`config.mk`:
```
export PLATFORM = sky130hd
export DESIGN_NAME = uart_alu_controller
export DESIGN_NICKNAME = d
export VERILOG_FILES = /design/src/rtl/uart_alu_controller.sv
export SDC_FILE = /design/constraint.sdc
export NUM_CORES = 1
export LEC_CHECK = 0
export BUFFER_PORTS_ARGS = -buffer_cell sky130_fd_sc_hd__buf_2
export CORE_MARGIN = 10
export CORE_UTILIZATION = 40
export CTS_BUF_LIST = sky130_fd_sc_hd__clkbuf_16
export DETAILED_ROUTE_END_ITERATION = 8
export GPL_TIMING_DRIVEN = 0
export PLACE_DENSITY = 0.65
export SETUP_SLACK_MARGIN = 0.15
export SLEW_MARGIN = 0
export SYNTH_ARGS = -nofsm -noshare
export SYNTH_HDL_FRONTEND = slang
export SYNTH_SLANG_ARGS = --single-unit
```
`constraint.sdc`:
```
create_clock -name i_clk -period 2.02 [get_ports i_clk]
set_clock_uncertainty 0.1 [all_clocks]
set_input_delay 0.101 -clock i_clk [delete_from_list [all_inputs] [get_ports i_clk]]
set_output_delay 0.101 -clock i_clk [all_outputs]
set_load 0.01 [all_outputs]
```
`src/rtl/uart_alu_controller.sv`:
```
// Frame sequencer between UART RX, combinational ALU and UART TX.
// Collects A, B and opcode bytes, latches the ALU result, starts TX, and aborts stalled frames.
module uart_alu_controller #(
    parameter int DATA_WIDTH     = 8,
    parameter int OP_WIDTH       = 6,
    parameter int TIMEOUT_CYCLES = 2_000_000
) (
    input  logic                  i_clk,
    input  logic                  i_reset,
    input  logic                  i_rx_done,
    input  logic [DATA_WIDTH-1:0] i_rx_data,
    output logic [DATA_WIDTH-1:0] o_alu_a,
    output logic [DATA_WIDTH-1:0] o_alu_b,
    output logic [OP_WIDTH-1:0]   o_alu_op,
    input  logic [DATA_WIDTH-1:0] i_alu_result,
    output logic                  o_tx_start,
    output logic [DATA_WIDTH-1:0] o_tx_data,
    input  logic                  i_tx_done,
    output logic                  o_busy,
    output logic                  o_timeout_err,
    output logic                  o_overrun
);

    localparam int CNT_W = (TIMEOUT_CYCLES > 1) ? $clog2(TIMEOUT_CYCLES) : 1;
    localparam logic [CNT_W-1:0] CNT_MAX = CNT_W'(TIMEOUT_CYCLES - 1);

    typedef enum logic [2:0] {
        S_WAIT_A  = 3'd0,
        S_WAIT_B  = 3'd1,
        S_WAIT_OP = 3'd2,
        S_EXEC    = 3'd3,
        S_START   = 3'd4,
        S_WAIT_TX = 3'd5
    } state_t;

    state_t                r_state;
    logic [CNT_W-1:0]      r_cnt;
    logic [DATA_WIDTH-1:0] r_alu_a;
    logic [DATA_WIDTH-1:0] r_alu_b;
    logic [OP_WIDTH-1:0]   r_alu_op;
    logic [DATA_WIDTH-1:0] r_tx_data;
    logic                  r_timeout_err;
    logic                  r_overrun;
    logic                  w_expired;

    assign w_expired = (r_cnt == CNT_MAX);

    always_ff @(posedge i_clk or posedge i_reset) begin
        if (i_reset) begin
            r_state       <= S_WAIT_A;
            r_cnt         <= '0;
            r_alu_a       <= '0;
            r_alu_b       <= '0;
            r_alu_op      <= '0;
            r_tx_data     <= '0;
            r_timeout_err <= 1'b0;
            r_overrun     <= 1'b0;
        end else begin
            r_timeout_err <= 1'b0;
            case (r_state)
                S_WAIT_A: begin
                    r_cnt <= '0;
                    if (i_rx_done) begin
                        r_alu_a   <= i_rx_data;
                        r_overrun <= 1'b0;
                        r_state   <= S_WAIT_B;
                    end
                end
                // A byte arriving on the expiry cycle is accepted; the timeout only fires on silence.
                S_WAIT_B: begin
                    if (i_rx_done) begin
                        r_alu_b <= i_rx_data;
                        r_cnt   <= '0;
                        r_state <= S_WAIT_OP;
                    end else if (w_expired) begin
                        r_cnt         <= '0;
                        r_timeout_err <= 1'b1;
                        r_state       <= S_WAIT_A;
                    end else begin
                        r_cnt <= r_cnt + 1'b1;
                    end
                end
                S_WAIT_OP: begin
                    if (i_rx_done) begin
                        r_alu_op <= i_rx_data[OP_WIDTH-1:0];
                        r_cnt    <= '0;
                        r_state  <= S_EXEC;
                    end else if (w_expired) begin
                        r_cnt         <= '0;
                        r_timeout_err <= 1'b1;
                        r_state       <= S_WAIT_A;
                    end else begin
                        r_cnt <= r_cnt + 1'b1;
                    end
                end
                S_EXEC: begin
                    r_cnt     <= '0;
                    r_tx_data <= i_alu_result;
                    r_state   <= S_START;
                    if (i_rx_done) r_overrun <= 1'b1;
                end
                S_START: begin
                    r_cnt   <= '0;
                    r_state <= S_WAIT_TX;
                    if (i_rx_done) r_overrun <= 1'b1;
                end
                S_WAIT_TX: begin
                    r_cnt <= '0;
                    if (i_rx_done) r_overrun <= 1'b1;
                    if (i_tx_done) r_state <= S_WAIT_A;
                end
                default: begin
                    r_cnt   <= '0;
                    r_state <= S_WAIT_A;
                end
            endcase
        end
    end

    assign o_alu_a       = r_alu_a;
    assign o_alu_b       = r_alu_b;
    assign o_alu_op      = r_alu_op;
    assign o_tx_data     = r_tx_data;
    assign o_tx_start    = (r_state == S_START);
    assign o_busy        = (r_state != S_WAIT_A);
    assign o_timeout_err = r_timeout_err;
    assign o_overrun     = r_overrun;

endmodule
```
==> metrics.yaml, run 1 <==
status:
  status: "finished clean"
floorplan:
  dieWidth_um: 98.2
  initial_core_util_pct: 41.4
  rows: 28
  core-area_um2: 5920
  die-area_um2: 9650
  pin_count: 54
  die_height_um: 98.2
clock_network:
  cts_buffer_depth: 2
  cts-buffers-inserted: 5
  cts_sinks: 56
  htreeDepth: 2
  clock_latency_ns: 0.30
  cts_tree: "built"
  clockRootBuffer: "clkbuf_16"
  clkTransAtPathRegs_ns: 0.08
sta:
  max_slew_margin_pct: 69.6
  rsz0062_at_grt: "true"
  post-route-min-period_ns: 1.86
  period_share_pct: 92.2
  drv_slew: 0
  hold_viol: 0
  hold_slack_ns: 0.113
  worstMarginPinSlew_ns: 0.455
  setup_slack_ns: 0.159
  clock.fmax_ghz: 0.537
  setup-violations-final: 0
critical_path:
  crit_type: "register to register"
  cp-start-kind: "register"
  crit_path_max_fanout: 8
  cp.arrival_ns: 1.99
  crit_required_ns: 2.15
  end_kind: "register"
final_layout:
  layout_common_cells: "53 x buf_2, 51 x dfrtp_1, 30 x mux2_2"
  num_antenna_cells: 0
  layout.nets: 325
  areaGrowthSynthToFinish_pct: 38.0
  final_area_um2: 3380
  final_layout_size_suffix_gt1_share_pct: 44.9
  layout_commonest_cell: "buf_2"
synth:
  syn_nets: 229
  synth.largest_area_cell: "dfrtp_1"
  synth_cell_types: 33
  synth_area_leaders: "dfrtp_1 57%, mux2_2 14%, xnor2_1 3.2%"
  syn-cell-area_um2: 2450
  synth_cells: 208
  seq_area_frac_synth_pct: 57.2
  ys_ff_latch: 56
  syn_avg_cell_area_um2: 11.8
  synth_warnings: 0
  yosysTopAreaCellShare_pct: 57.2
power:
  pwr-share-seq_pct: 40.9
  p_clk_share_pct: 22.4
  p_comb_share_pct: 36.6
  power_switching_mw: 1.35
  powerDensity_nw_per_um2: 1200
  ir_drop_mv: 0.822
  p_int_mw: 2.70
  netSwitchingFraction_pct: 33.4
  p_leak_nw: 1.47
placement:
  io_buffers: 53
  hpwlAfterDp_um: 3820
  dp_slack_ns: -0.146
  gp_congestion: 0.750
  placed_area_um2: 2830
global_route:
  grt_pass1_wl_um: 9560
  grt_start_max_net_pins: 38
  grt_use_total_pct: 11.6
  grt_overflow: 0
  antenna_found_initial: 0
  grt_pass1_vias: 2016
route:
  vias: 1924
  drc: 0
  first_iter_violations: 87
  drt-vias-per-instance: 5.06
  wl_um: 5770
  wl_per_cell_um: 15.2
  drtPass1Iterations: 4
  drt.antenna.violating_nets: 0
hold_path:
  hold_path_class: "input port to register"
run:
  cap_violations: 0
kinds of logic (layout without fill, tap and decap cells):
family | Yosys count | after routing | synth area share, %
xor gates and xnor gates | 13 | 13 | 4.65
AOI/OAI and AO/OA | 19 | 19 | 5.06
adders and majority gates | 1 | 1 | 0.511
and+or+nand+nor | 77 | 77 | 16.7
DFF | 56 | 56 | 57.2
buffers and inverters | 12 | 109 | 2.04
muxes | 30 | 30 | 13.8
Yosys cell counts, drive strengths merged:
| library cell | count |
|---|---|
| dfrtp | 56 |
| mux2 | 30 |
| nor2 | 19 |
| nand2 | 12 |
| nand3 | 9 |
| or3 | 9 |
| xnor2 | 9 |
| a21oi | 8 |
| nand4 | 6 |
| o21ai | 6 |
| clkbuf | 5 |
| inv | 5 |
| nor3 | 4 |
| nor4 | 4 |
| xor2 | 4 |
| and2 | 2 |
| and4 | 2 |
| buf | 2 |
| nand2b | 2 |
| nor2b | 2 |
| o31ai | 2 |
| or4 | 2 |
| a22oi | 1 |
| a31o | 1 |
| and3 | 1 |
| ha | 1 |
| nor3b | 1 |
| nor4b | 1 |
| o41ai | 1 |
| or4b | 1 |
final timing paths:
path | cells after the start | slack, ns | to | start
worst max-delay path | 5 | 0.16 | r_cnt[15]$_DFF_PP0_ | r_cnt[3]$_DFF_PP0_
worst min-delay path | 4 | 0.11 | o_overrun$_DFFE_PP0P_ | i_rx_done
worst max register to register | 5 | 0.16 | r_cnt[15]$_DFF_PP0_ | r_cnt[3]$_DFF_PP0_
worst min register to register | 1 | 0.40 | o_tx_data[7]$_DFFE_PP0P_ | o_tx_data[7]$_DFFE_PP0P_
max in group asynchronous | 4 | 1.00 | r_cnt[0]$_DFF_PP0_ | i_reset
min in group asynchronous | 3 | 0.26 | o_alu_a[1]$_DFFE_PP0P_ | i_reset
area by class of cell:
cell class                      count  area [um2]
Buffer                              7        40.0
Clock buffer                        5         125
Clock inverter                      3        28.8
Fill cell                         480        2540
Inverter                            5        18.8
Multi-Input combinational cell    140        1070
Sequential cell                    56        1410
Tap cell                           75        93.8
Timing Repair Buffer               89         593
sequential cells by signal, indices dropped and copies added (netlist names):
name and cells:
o_alu_a 8, o_alu_b 8, o_alu_op 6, o_overrun 1, o_timeout_err 1, o_tx_data 8
r_cnt 21, r_state 3
metal layers:
layer	wire length, um	share of wire (%)	GRT usage, %
met5	0	0	0
met4	49	0.85	2.98
met1	2440	42	13.8
met3	500	8.7	5.29
met2	2780	48	18.6
metrics by stage:
| step | total power, mW | setup TNS [ns] | std cells | utilization (%) |
|---|---|---|---|---|
| after floorplan | 2.53 | 0 | 208 | - |
| after detailed placement | 3.10 | -2.35 | 337 | 47.8 |
| final | 4.05 | 0 | 380 | 57.1 |
| after global placement | 3.05 | -17.60 | 336 | 47.5 |
| after CTS | 4.07 | 0 | 373 | 55.6 |
| after global routing | 4.30 | 0 | 380 | 57.1 |
critical path, cell delays in order, from the launching register on:
cell and delay [ns]:
dfrtp_1 0.42, nand3_2 0.11, or4_1 0.54, buf_4 0.17, or3_1 0.32, a21oi_2 0.13
power groups by stage:
stage          clock network [mW]  registers, mW  logic (mW)
2_1_floorplan                   0           1.82       0.713
3_3_place_gp                    0           1.64        1.41
3_5_place_dp                    0           1.66        1.43
4_1_cts                     0.929           1.65        1.50
5_1_grt                     0.965           1.71        1.63
6_report                    0.909           1.66        1.48
timing repair:
action | CTS | global route
pin swaps | 6 | 2
gates resized for setup | 14 | 12
endpoints found under the setup margin | 44 | 30
buffers inserted | 10 | 7
hold buffers | 18 | 0
hold endpoints to repair | 50 | 0
(Power assumes the default switching activity.)
==> run 2: changes to the inputs <==
--- a/config.mk
+++ b/config.mk
@@ -7,11 +7,11 @@
 export LEC_CHECK = 0
 export BUFFER_PORTS_ARGS = -buffer_cell sky130_fd_sc_hd__buf_2
 export CORE_MARGIN = 10
-export CORE_UTILIZATION = 40
+export CORE_UTILIZATION = 46
 export CTS_BUF_LIST = sky130_fd_sc_hd__clkbuf_16
 export DETAILED_ROUTE_END_ITERATION = 8
 export GPL_TIMING_DRIVEN = 0
-export PLACE_DENSITY = 0.65
+export PLACE_DENSITY = 0.73
 export SETUP_SLACK_MARGIN = 0.15
 export SLEW_MARGIN = 0
 export SYNTH_ARGS = -nofsm -noshare
==> metrics.yaml, run 2 (same netlist as run 1, synthesis figures left out) <==
power:
  p_leak_nw: 1.48  # +1.1%
  powerDensity_nw_per_um2: 1210  # +1.1%
  ir_drop_mv: 0.808  # -1.6%
route:
  drt-vias-per-instance: 5.18  # +2.2%
  wl_per_cell_um: 16.2  # +6.9%
  drt.antenna.violating_nets: 0  # unchanged
  drtPass1Iterations: 4  # unchanged
  drc: 0  # unchanged
  vias: 1946  # +1.1%
  wl_um: 6100  # +5.8%
  first_iter_violations: 95  # +9.2%
sta:
  clock.fmax_ghz: 0.508  # -5.5%
  drv_slew: 0  # unchanged
  hold_viol: 0  # unchanged
  period_share_pct: 97.5  # +5.3 points
  max_slew_margin_pct: 63.6  # -6.0 points
  worstMarginPinSlew_ns: 0.546  # +0.0906 ns
  rsz0062_at_grt: "true"
  setup-violations-final: 0  # unchanged
  post-route-min-period_ns: 1.97  # +0.108 ns
critical_path:
  cpPeakStageDelay_ns: 0.44  # -0.10 ns
  crit_slowest_cell: "dfrtp_2"
  cp_top_family: "simple AND/OR/NAND/NOR gates"
  crit_required_ns: 2.11  # -0.04 ns
  end_kind: "register"
  crit_chain: "nor4b_2 > nand4_1 > buf_4 > or3_4 > a31o_4"
  cp-start-kind: "register"
  crit_buf_inv: 1  # unchanged
  crit_path_max_fanout: 4  # -4
  crit_type: "register to register"
  cp.arrival_ns: 2.06  # +0.07 ns
final_layout:
  final_layout_size_suffix_gt1_share_pct: 48.4  # +3.4 points
  layout.nets: 326  # +0.31%
  num_antenna_cells: 0  # unchanged
  fin_cells: 376  # -1.1%
  layout_commonest_cell: "buf_2"
  largest_reg_flops: 21  # unchanged
  fillers: 400  # -17%
  areaGrowthSynthToFinish_pct: 40.9
  top_register: "r_cnt"
  layout_common_cells: "54 x buf_2, 47 x dfrtp_1, 30 x mux2_2"
  final_util_pct: 67.1  # +10 points
floorplan:
  die-area_um2: 8640  # -10%
  pin_count: 54  # unchanged
  die_height_um: 93.0  # -5.4%
  dieWidth_um: 93.0  # -5.4%
  core-area_um2: 5140  # -13%
  initial_core_util_pct: 47.6  # +6.3 points
  rows: 26  # -7.1%
placement:
  io_buffers: 53  # unchanged
  dp_cells: 332  # -1.5%
  hpwlAfterDp_um: 3760  # -1.7%
  gp_congestion: 0.772  # +2.9%
clock_network:
  clockRootBuffer: "clkbuf_16"
  cts_sinks: 56  # unchanged
  cts_buffer_depth: 2  # unchanged
  clock_latency_ns: 0.29  # about the same
  cts-buffers-inserted: 5  # unchanged
  clkTransAtPathRegs_ns: 0.07  # about the same
  cts_tree: "built"
  htreeDepth: 2  # unchanged
global_route:
  grt_overflow: 0  # unchanged
  grt_pass1_wl_um: 9590  # +0.37%
  grt_start_max_net_pins: 33  # -13%
  grt_pass1_vias: 2003  # -0.64%
  grt_use_total_pct: 13.5  # +1.9 points
  antenna_found_initial: 0  # unchanged
hold_path:
  hold_path_class: "input port to register"
status:
  status: "finished clean"
run:
  cap_violations: 0  # unchanged
==> run 2: cell count changes in the layout (fill, tap and decap cells not counted), sizes merged <==
cell | previous run | this run
buf | 73 | 76
clkinv | 0 | 1
clkbuf | 10 | 9
dlygate4sd3 | 18 | 17
bufinv | 0 | 1
inv | 8 | 6
==> run 2: metrics by stage <==
stage               power [mW]  setup TNS, ns  area (um2)  worst slack (ns)  hold slack [ns]
global placement          3.04         -17.28        2810            -0.293            0.234
floorplan                 2.53              0        2450             0.163            0.152
detailed placement        3.10          -1.64        2830            -0.127           0.0890
CTS                       4.13              0        3300             0.161          0.00837
global route              4.44              0        3450          0.000118           0.0386
finish                    4.18              0        3450            0.0509           0.0126
==> run 2: final timing paths <==
path / start / to / slack [ns] / cells after the start
max reg2reg: r_cnt[13]$_DFF_PP0_ / r_state[0]$_DFFE_PP0P_ / 0.05 / 5
max: r_cnt[13]$_DFF_PP0_ / r_state[0]$_DFFE_PP0P_ / 0.05 / 5
min reg2reg: o_tx_data[2]$_DFFE_PP0P_ / o_tx_data[2]$_DFFE_PP0P_ / 0.40 / 1
min: i_tx_done / r_state[2]$_DFFE_PP0P_ / 0.01 / 4
min in group asynchronous: i_reset / o_alu_a[6]$_DFFE_PP0P_ / 0.31 / 3
max in group asynchronous: i_reset / r_cnt[1]$_DFF_PP0_ / 0.95 / 4
==> run 2: area by class of cell <==
type / instances / area, um2 / share of cell area, %
Sequential cell: 56 / 1410 / 41.0
Multi-Input combinational cell: 140 / 1120 / 32.4
Timing Repair Buffer: 90 / 606 / 17.6
Clock buffer: 5 / 125 / 3.63
Tap cell: 70 / 87.6 / 2.54
Buffer: 7 / 45.0 / 1.31
Clock inverter: 3 / 38.8 / 1.12
Inverter: 5 / 18.8 / 0.544
==> run 2: report_power, final <==
| group | switching, mW | internal, mW |
|---|---|---|
| combinational | 0.779 | 0.773 |
| sequential | 0.183 | 1.49 |
| clock | 0.380 | 0.579 |
| total | 1.34 | 2.84 |
==> run 2: repair_timing <==
action,4_1_cts,5_1_grt
pin swaps,6,8
cloned,0,1
hold buffers,17,0
setup endpoints to repair,38,29
endpoints found under the hold margin,54,0
buffers inserted,10,8
resized for setup,17,27
==> run 2: worst reg2reg max path: cells and delay by family, from the launching register on <==
kind            cells  cell delay [ns]
compound gates      1             0.23
flops               1             0.44
buf+inv             1             0.20
simple gates        3             0.90
==> run 2: metal layers <==
metal,global-route usage (%),wire length (um),share of wire (%)
met5,0,0,0
met4,3.47,68,1.1
met3,4.44,348,5.7
met2,23.1,3080,51
met1,15.8,2600,43
